`config.mk`:
```
export PLATFORM = sky130hd
export DESIGN_NAME = rst_seq_rx_flat
export DESIGN_NICKNAME = d
export VERILOG_FILES = /design/src/rtl/rst_seq_pkg.sv /design/src/rtl/rst_seq_rx_if.sv /design/src/rtl/rst_sync.sv /design/src/rtl/rst_seq_rx.sv /design/src/flat_wrapper.sv
export SDC_FILE = /design/constraint.sdc
export NUM_CORES = 1
export LEC_CHECK = 0
export ABC_AREA = 1
export CAP_MARGIN = 20
export CORE_UTILIZATION = 30
export DETAILED_ROUTE_END_ITERATION = 12
export SYNTH_ARGS = -nofsm -noshare
export SYNTH_HDL_FRONTEND = slang
export SYNTH_SLANG_ARGS = --single-unit
```
`constraint.sdc`:
```
create_clock -name clk -period 2.6 [get_ports clk]
set_clock_uncertainty 0.15 [all_clocks]
set_input_delay 0.26 -clock clk [delete_from_list [all_inputs] [get_ports clk]]
set_output_delay 0.26 -clock clk [all_outputs]
set_load 0.01 [all_outputs]
```
`src/rtl/rst_seq_pkg.sv`:
```
// Shared types and defaults for the reset sequencer: FSM state encoding,
// delay-counter width and default parameter values.
package rst_seq_pkg;

  typedef enum logic [1:0] {
    SYNC    = 2'd0,
    RELEASE = 2'd1,
    RUN     = 2'd2,
    HOLD    = 2'd3
  } state_e;

  localparam int DCNT_W          = 8;

  localparam int DEF_SYNC_STAGES = 2;
  localparam int DEF_NSTAGE      = 3;
  localparam int DEF_STAGE_DLY   = 4;
  localparam int DEF_HOLD_CYC    = 8;
  localparam int DEF_CNT_W       = 16;

endpackage

```
`src/rtl/rst_seq_rx_if.sv`:
```
// Reset-sequencer bundle: soft-reset handshake plus the sequenced reset outputs.
// master = the sequencer (drives resets/status), slave = the consumer (drives the request).
interface rst_seq_rx_if #(
  parameter int NSTAGE = 3,
  parameter int CNT_W  = 16
);
  logic              soft_rst_req;
  logic              rst_sync_n;
  logic [NSTAGE-1:0] stage_rst_n;
  logic              ready;
  logic              soft_rst_ack;
  logic [CNT_W-1:0]  cyc_cnt;

  modport master (
    input  soft_rst_req,
    output rst_sync_n, stage_rst_n, ready, soft_rst_ack, cyc_cnt
  );

  modport slave (
    output soft_rst_req,
    input  rst_sync_n, stage_rst_n, ready, soft_rst_ack, cyc_cnt
  );
endinterface

```
`src/rtl/rst_sync.sv`:
```
// Async-assert / sync-deassert reset synchronizer, SYNC_STAGES flops deep.
// Latency: rst_sync_n rises on the SYNC_STAGES-th edge sampling reset=1; no backpressure.
module rst_sync #(
  parameter int SYNC_STAGES = 2
) (
  input  logic clk,
  input  logic reset,
  output logic rst_sync_n
);

  logic [SYNC_STAGES-1:0] sync_q, sync_d;

  always_comb begin
    sync_d = {sync_q[SYNC_STAGES-2:0], 1'b1};
  end

  always_ff @(posedge clk or negedge reset) begin
    if (!reset) sync_q <= '0;
    else        sync_q <= sync_d;
  end

  assign rst_sync_n = sync_q[SYNC_STAGES-1];

endmodule

```
`src/rtl/rst_seq_rx.sv`:
```
// Reset sequencer: synchronizes reset release, then frees NSTAGE resets STAGE_DLY apart; supports soft re-sequence.
// Stage k frees (k+1)*STAGE_DLY edges after rst_sync_n; no backpressure. Uptime counter built only with RST_SEQ_RX_UPTIME_EN.
module rst_seq_rx
  import rst_seq_pkg::*;
#(
  parameter int SYNC_STAGES = DEF_SYNC_STAGES,
  parameter int NSTAGE      = DEF_NSTAGE,
  parameter int STAGE_DLY   = DEF_STAGE_DLY,
  parameter int HOLD_CYC    = DEF_HOLD_CYC,
  parameter int CNT_W       = DEF_CNT_W
) (
  input  logic         clk,
  input  logic         reset,
  rst_seq_rx_if.master rx
);

  localparam int SIDX_W = (NSTAGE > 1) ? $clog2(NSTAGE) : 1;
  localparam logic [DCNT_W-1:0] DLY_LAST  = DCNT_W'(STAGE_DLY - 1);
  localparam logic [DCNT_W-1:0] HOLD_LAST = DCNT_W'(HOLD_CYC - 1);

  logic              rst_sync_n;
  state_e            state_q, state_d;
  logic [DCNT_W-1:0] dcnt_q, dcnt_d;
  logic [DCNT_W-1:0] hcnt_q, hcnt_d;
  logic [SIDX_W-1:0] sidx_q, sidx_d;
  logic [NSTAGE-1:0] stage_q, stage_d;
  logic              ack_q, ack_d;

  rst_sync #(.SYNC_STAGES(SYNC_STAGES)) u_sync (
    .clk        (clk),
    .reset      (reset),
    .rst_sync_n (rst_sync_n)
  );

  always_comb begin
    state_d = state_q;
    dcnt_d  = dcnt_q;
    hcnt_d  = hcnt_q;
    sidx_d  = sidx_q;
    stage_d = stage_q;
    ack_d   = 1'b0;
    case (state_q)
      SYNC: begin
        // The edge leaving SYNC already counts as the first delay edge, so stage k
        // lands exactly (k+1)*STAGE_DLY edges after rst_sync_n rises.
        if (rst_sync_n) begin
          state_d = RELEASE;
          sidx_d  = '0;
          if (DLY_LAST == '0) begin
            stage_d[0] = 1'b1;
            sidx_d     = SIDX_W'(1);
            dcnt_d     = '0;
          end else begin
            dcnt_d = DCNT_W'(1);
          end
        end
      end
      RELEASE: begin
        if (&stage_q) begin
          state_d = RUN;
        end else if (dcnt_q == DLY_LAST) begin
          stage_d[sidx_q] = 1'b1;
          dcnt_d          = '0;
          sidx_d          = sidx_q + SIDX_W'(1);
        end else begin
          dcnt_d = dcnt_q + DCNT_W'(1);
        end
      end
      RUN: begin
        if (rx.soft_rst_req) begin
          state_d = HOLD;
          stage_d = '0;
          ack_d   = 1'b1;
          dcnt_d  = '0;
          hcnt_d  = '0;
        end
      end
      HOLD: begin
        if (hcnt_q == HOLD_LAST) begin
          state_d = RELEASE;
          dcnt_d  = '0;
          sidx_d  = '0;
        end else begin
          hcnt_d = hcnt_q + DCNT_W'(1);
        end
      end
      default: state_d = SYNC;
    endcase
  end

  always_ff @(posedge clk or negedge reset) begin
    if (!reset) begin
      state_q <= SYNC;
      dcnt_q  <= '0;
      hcnt_q  <= '0;
      sidx_q  <= '0;
      stage_q <= '0;
      ack_q   <= 1'b0;
    end else begin
      state_q <= state_d;
      dcnt_q  <= dcnt_d;
      hcnt_q  <= hcnt_d;
      sidx_q  <= sidx_d;
      stage_q <= stage_d;
      ack_q   <= ack_d;
    end
  end

  assign rx.rst_sync_n   = rst_sync_n;
  assign rx.stage_rst_n  = stage_q;
  assign rx.ready        = (state_q == RUN);
  assign rx.soft_rst_ack = ack_q;

`ifdef RST_SEQ_RX_UPTIME_EN
  logic [CNT_W-1:0] cyc_cnt_q, cyc_cnt_d;

  always_comb begin
    cyc_cnt_d = cyc_cnt_q;
    if (state_q == RUN) begin
      if (rx.soft_rst_req)       cyc_cnt_d = '0;
      else if (cyc_cnt_q != '1)  cyc_cnt_d = cyc_cnt_q + CNT_W'(1);
    end
  end

  always_ff @(posedge clk or negedge reset) begin
    if (!reset) cyc_cnt_q <= '0;
    else        cyc_cnt_q <= cyc_cnt_d;
  end

  assign rx.cyc_cnt = cyc_cnt_q;
`else
  assign rx.cyc_cnt = {CNT_W{1'b0}};
`endif

endmodule

```
`src/flat_wrapper.sv`:
```
// flat-port wrapper written by rule: the top's interface ports become plain ports
module rst_seq_rx_flat import rst_seq_pkg::*;
#(
  parameter int SYNC_STAGES = DEF_SYNC_STAGES,
  parameter int NSTAGE      = DEF_NSTAGE,
  parameter int STAGE_DLY   = DEF_STAGE_DLY,
  parameter int HOLD_CYC    = DEF_HOLD_CYC,
  parameter int CNT_W       = DEF_CNT_W
)
  (clk, reset, rx_soft_rst_req, rx_rst_sync_n, rx_stage_rst_n, rx_ready, rx_soft_rst_ack, rx_cyc_cnt);
  rst_seq_rx_if #(.NSTAGE(NSTAGE), .CNT_W(CNT_W)) rx_i ();
  input  logic clk;
  input  logic reset;
  input wire logic [$bits(rx_i.soft_rst_req)-1:0] rx_soft_rst_req;
  output wire logic [$bits(rx_i.rst_sync_n)-1:0] rx_rst_sync_n;
  output wire logic [$bits(rx_i.stage_rst_n)-1:0] rx_stage_rst_n;
  output wire logic [$bits(rx_i.ready)-1:0] rx_ready;
  output wire logic [$bits(rx_i.soft_rst_ack)-1:0] rx_soft_rst_ack;
  output wire logic [$bits(rx_i.cyc_cnt)-1:0] rx_cyc_cnt;
  assign rx_i.soft_rst_req = rx_soft_rst_req;
  assign rx_rst_sync_n = rx_i.rst_sync_n;
  assign rx_stage_rst_n = rx_i.stage_rst_n;
  assign rx_ready = rx_i.ready;
  assign rx_soft_rst_ack = rx_i.soft_rst_ack;
  assign rx_cyc_cnt = rx_i.cyc_cnt;
  rst_seq_rx #(.SYNC_STAGES(SYNC_STAGES), .NSTAGE(NSTAGE), .STAGE_DLY(STAGE_DLY), .HOLD_CYC(HOLD_CYC), .CNT_W(CNT_W)) u_core (.clk(clk), .reset(reset), .rx(rx_i));
endmodule
```
==> impl_results.md <==
* Die width at 79.4 um
* I/O Pins at 25
* Clock root cell: clkbuf_8
* Crit Path Max Fanout at 4
* CTS max path bufs at 2
* Clock slew seen by the registers of the worst setup and hold paths at 0.09 ns
* Dominant cells by area after synthesis: dfrtp_1, nand2_1, ha_1
* Status: completed
* Layout area overhead at 7.67%
* Via count at 1412
* Sw power at 731 uW
* Post-CTS resize count at 0
* Max IR drop VDD at 0.382 mV
* DRC viols at 0
* Comb pwr share at 0.486
* Cells after Synth at 244
* Sequential power share at 0.350
* Die ar. at 6300 um2
* Total track usage at 0.119
* Initial Utilization at 0.318
* Yosys warns at 0
* Yosys cell types at 25
* Critical path data required time at 2.19 ns
* Routed WL at 3.29 mm
* Largest net degree at the start of global routing at 27
* Post-Synthesis Cell Area at 1800 um2
* Yosys reg bits at 26
* Final setup fails at 0
* Post-CTS setup buffers at 0
* Grt total ovfl at 0
* Worst min-delay path class: input port to async pin
* Final Wtd Congestion at 0.827
* Core Rows at 27
* CTS Hold Bufs at 0
* Cell Int Power at 888 uW
* Clock power share at 0.164
* Sink Count at 26
* Post-Route Setup TNS at 0 ns
* Final worst path period share at 0.787
* Antenna viol nets, final at 0
* Syn avg cell area at 7.36 um2
* Die Height at 79.4 um
* FMAX at 489 MHz
* Switch share at 0.451
* RSZ-0062 raised after global routing: no
* CTS Buf Count at 3
* Worst-skew pair later-pin latency at 0.27 ns
* Setup slack, reg-to-reg at 0.69 ns
* Critical path class: flip-flop to output port
* Fin Hold WS at 0.203 ns
* DRT iter0 DRCs at 69
* Drt wl/cell at 10.2 um
* Global-route wire length before repair at 5.85 mm
* PwrDens at 838 nW/um2
* Part of the Yosys area used for sequential elements at 0.362
* WP data arrival at 1.64 ns
* Layout fillers at 589
* Number of max-cap violations at 0
* Diode count at 0
* CP Launch Type: flip-flop
* Antenna violations before repair at 0
* HPWL Detailed at 2.43 mm
* Final #Nets at 267
* Final min period at 2.05 ns
* Via density at 4.36
* Core area at 5640 um2
* Drt pass-1 iters at 4
* Worst setup EP type: output port
* Layout cells sized above 1 at 0.0833
* Synth top area share at 0.362
* PortBufs at 8
* H-tree levels at 1
* Hold Vio Cnt, Final at 0
* Final Max Slew Viols at 0
* Leak Pwr at 0.000960 uW
* Yosys top cell by area: dfrtp_1
* Vias in the first global route at 1287
* CTS tree: built
==> registers in the layout (all words and copies together) (netlist names) <==
name / cells
u_core.rx.soft_rst_ack: 1
u_core.hcnt_q: 8
u_core.sidx_q: 2
u_core.rx.stage_rst_n: 3
u_core.dcnt_q: 8
u_core.u_sync.sync_q: 2
u_core.state_q: 2
==> layer usage <==
layer  vias up  GRT usage  share of wire
met5         -          0              0
met4         0     0.0309         0.0088
met3         2     0.0276          0.024
met2        13      0.193           0.45
met1       639      0.157           0.52
li1        758          -              -
==> per-stage QoR <==
step / power [uW] / cells / area, um2 / util / worst slack [ns]
2_1_floorplan: 1190 / 259 / 1850 / - / 0.930
3_3_place_gp: 1360 / 320 / 1880 / 0.333 / 0.736
3_5_place_dp: 1370 / 320 / 1880 / 0.333 / 0.695
4_1_cts: 1650 / 324 / 1930 / 0.343 / 0.538
5_1_grt: 1800 / 324 / 1930 / 0.343 / 0.470
6_report: 1620 / 324 / 1930 / 0.343 / 0.555
==> critical path: stages, from the launching register on <==
cell and delay (ns):
dfrtp_1 0.43, inv_1 0.14, ha_1 0.23, clkdlybuf4s50_1 0.56
==> layout make-up <==
class,count,area [um2],area share
clock buffers,4,55.1,0.0285
inverters,30,113,0.0583
multi-input cells,183,937,0.485
flip-flops and latches,26,651,0.337
well taps,72,90.1,0.0466
repair buffers,9,87.6,0.0453
==> worst paths after layout <==
kind	start	end	depth (start not counted)
worst max-delay path	u_core.state_q[0]	rx_ready	3
worst min-delay path	reset	u_core.hcnt_q[3]	2
worst max register to register	u_core.state_q[0]	u_core.dcnt_q[0]	10
worst min register to register	u_core.u_sync.sync_q[0]	u_core.u_sync.sync_q[1]	0
max in group asynchronous	reset	u_core.dcnt_q[2]	2
min in group clk	u_core.u_sync.sync_q[0]	u_core.u_sync.sync_q[1]	0
==> Yosys cell counts, drive strengths merged <==
cell type	instances
o21bai	2
xor2	1
a21oi	1
nand3	21
clkbuf	1
a21o	1
o31ai	1
ha	11
o21ai	25
buf	19
conb	2
nand2	69
dfrtp	26
nor2	26
nand4	8
inv	30
==> power groups by stage <==
| stage | combinational, uW | sequential (uW) | clock [uW] |
|---|---|---|---|
| 2_1_floorplan | 630 | 565 | 0 |
| 3_3_place_gp | 791 | 573 | 0 |
| 3_5_place_dp | 799 | 574 | 0 |
| 4_1_cts | 799 | 568 | 281 |
| 5_1_grt | 920 | 582 | 297 |
| 6_report | 788 | 567 | 265 |
==> cells by family after synthesis <==
group | after synthesis | synth area share
flops | 26 | 0.362
xor+xnor | 1 | 0.00488
other cells | 2 | 0.00418
compound gates | 30 | 0.0976
fa+ha+maj | 11 | 0.0767
simple gates | 124 | 0.307
buf+inv | 50 | 0.147
==> layout by cell type, fill, tap and decap left out, drive strengths merged <==
cell,instances
nand2,69
a21o,1
nand3,21
dfrtp,26
nand4,8
o31ai,1
clkdlybuf4s50,8
ha,11
nor2,26
buf,1
o21bai,2
a21oi,1
inv,30
conb,17
clkbuf,4
xor2,1
o21ai,25
Power figures use the tool's default switching activity.
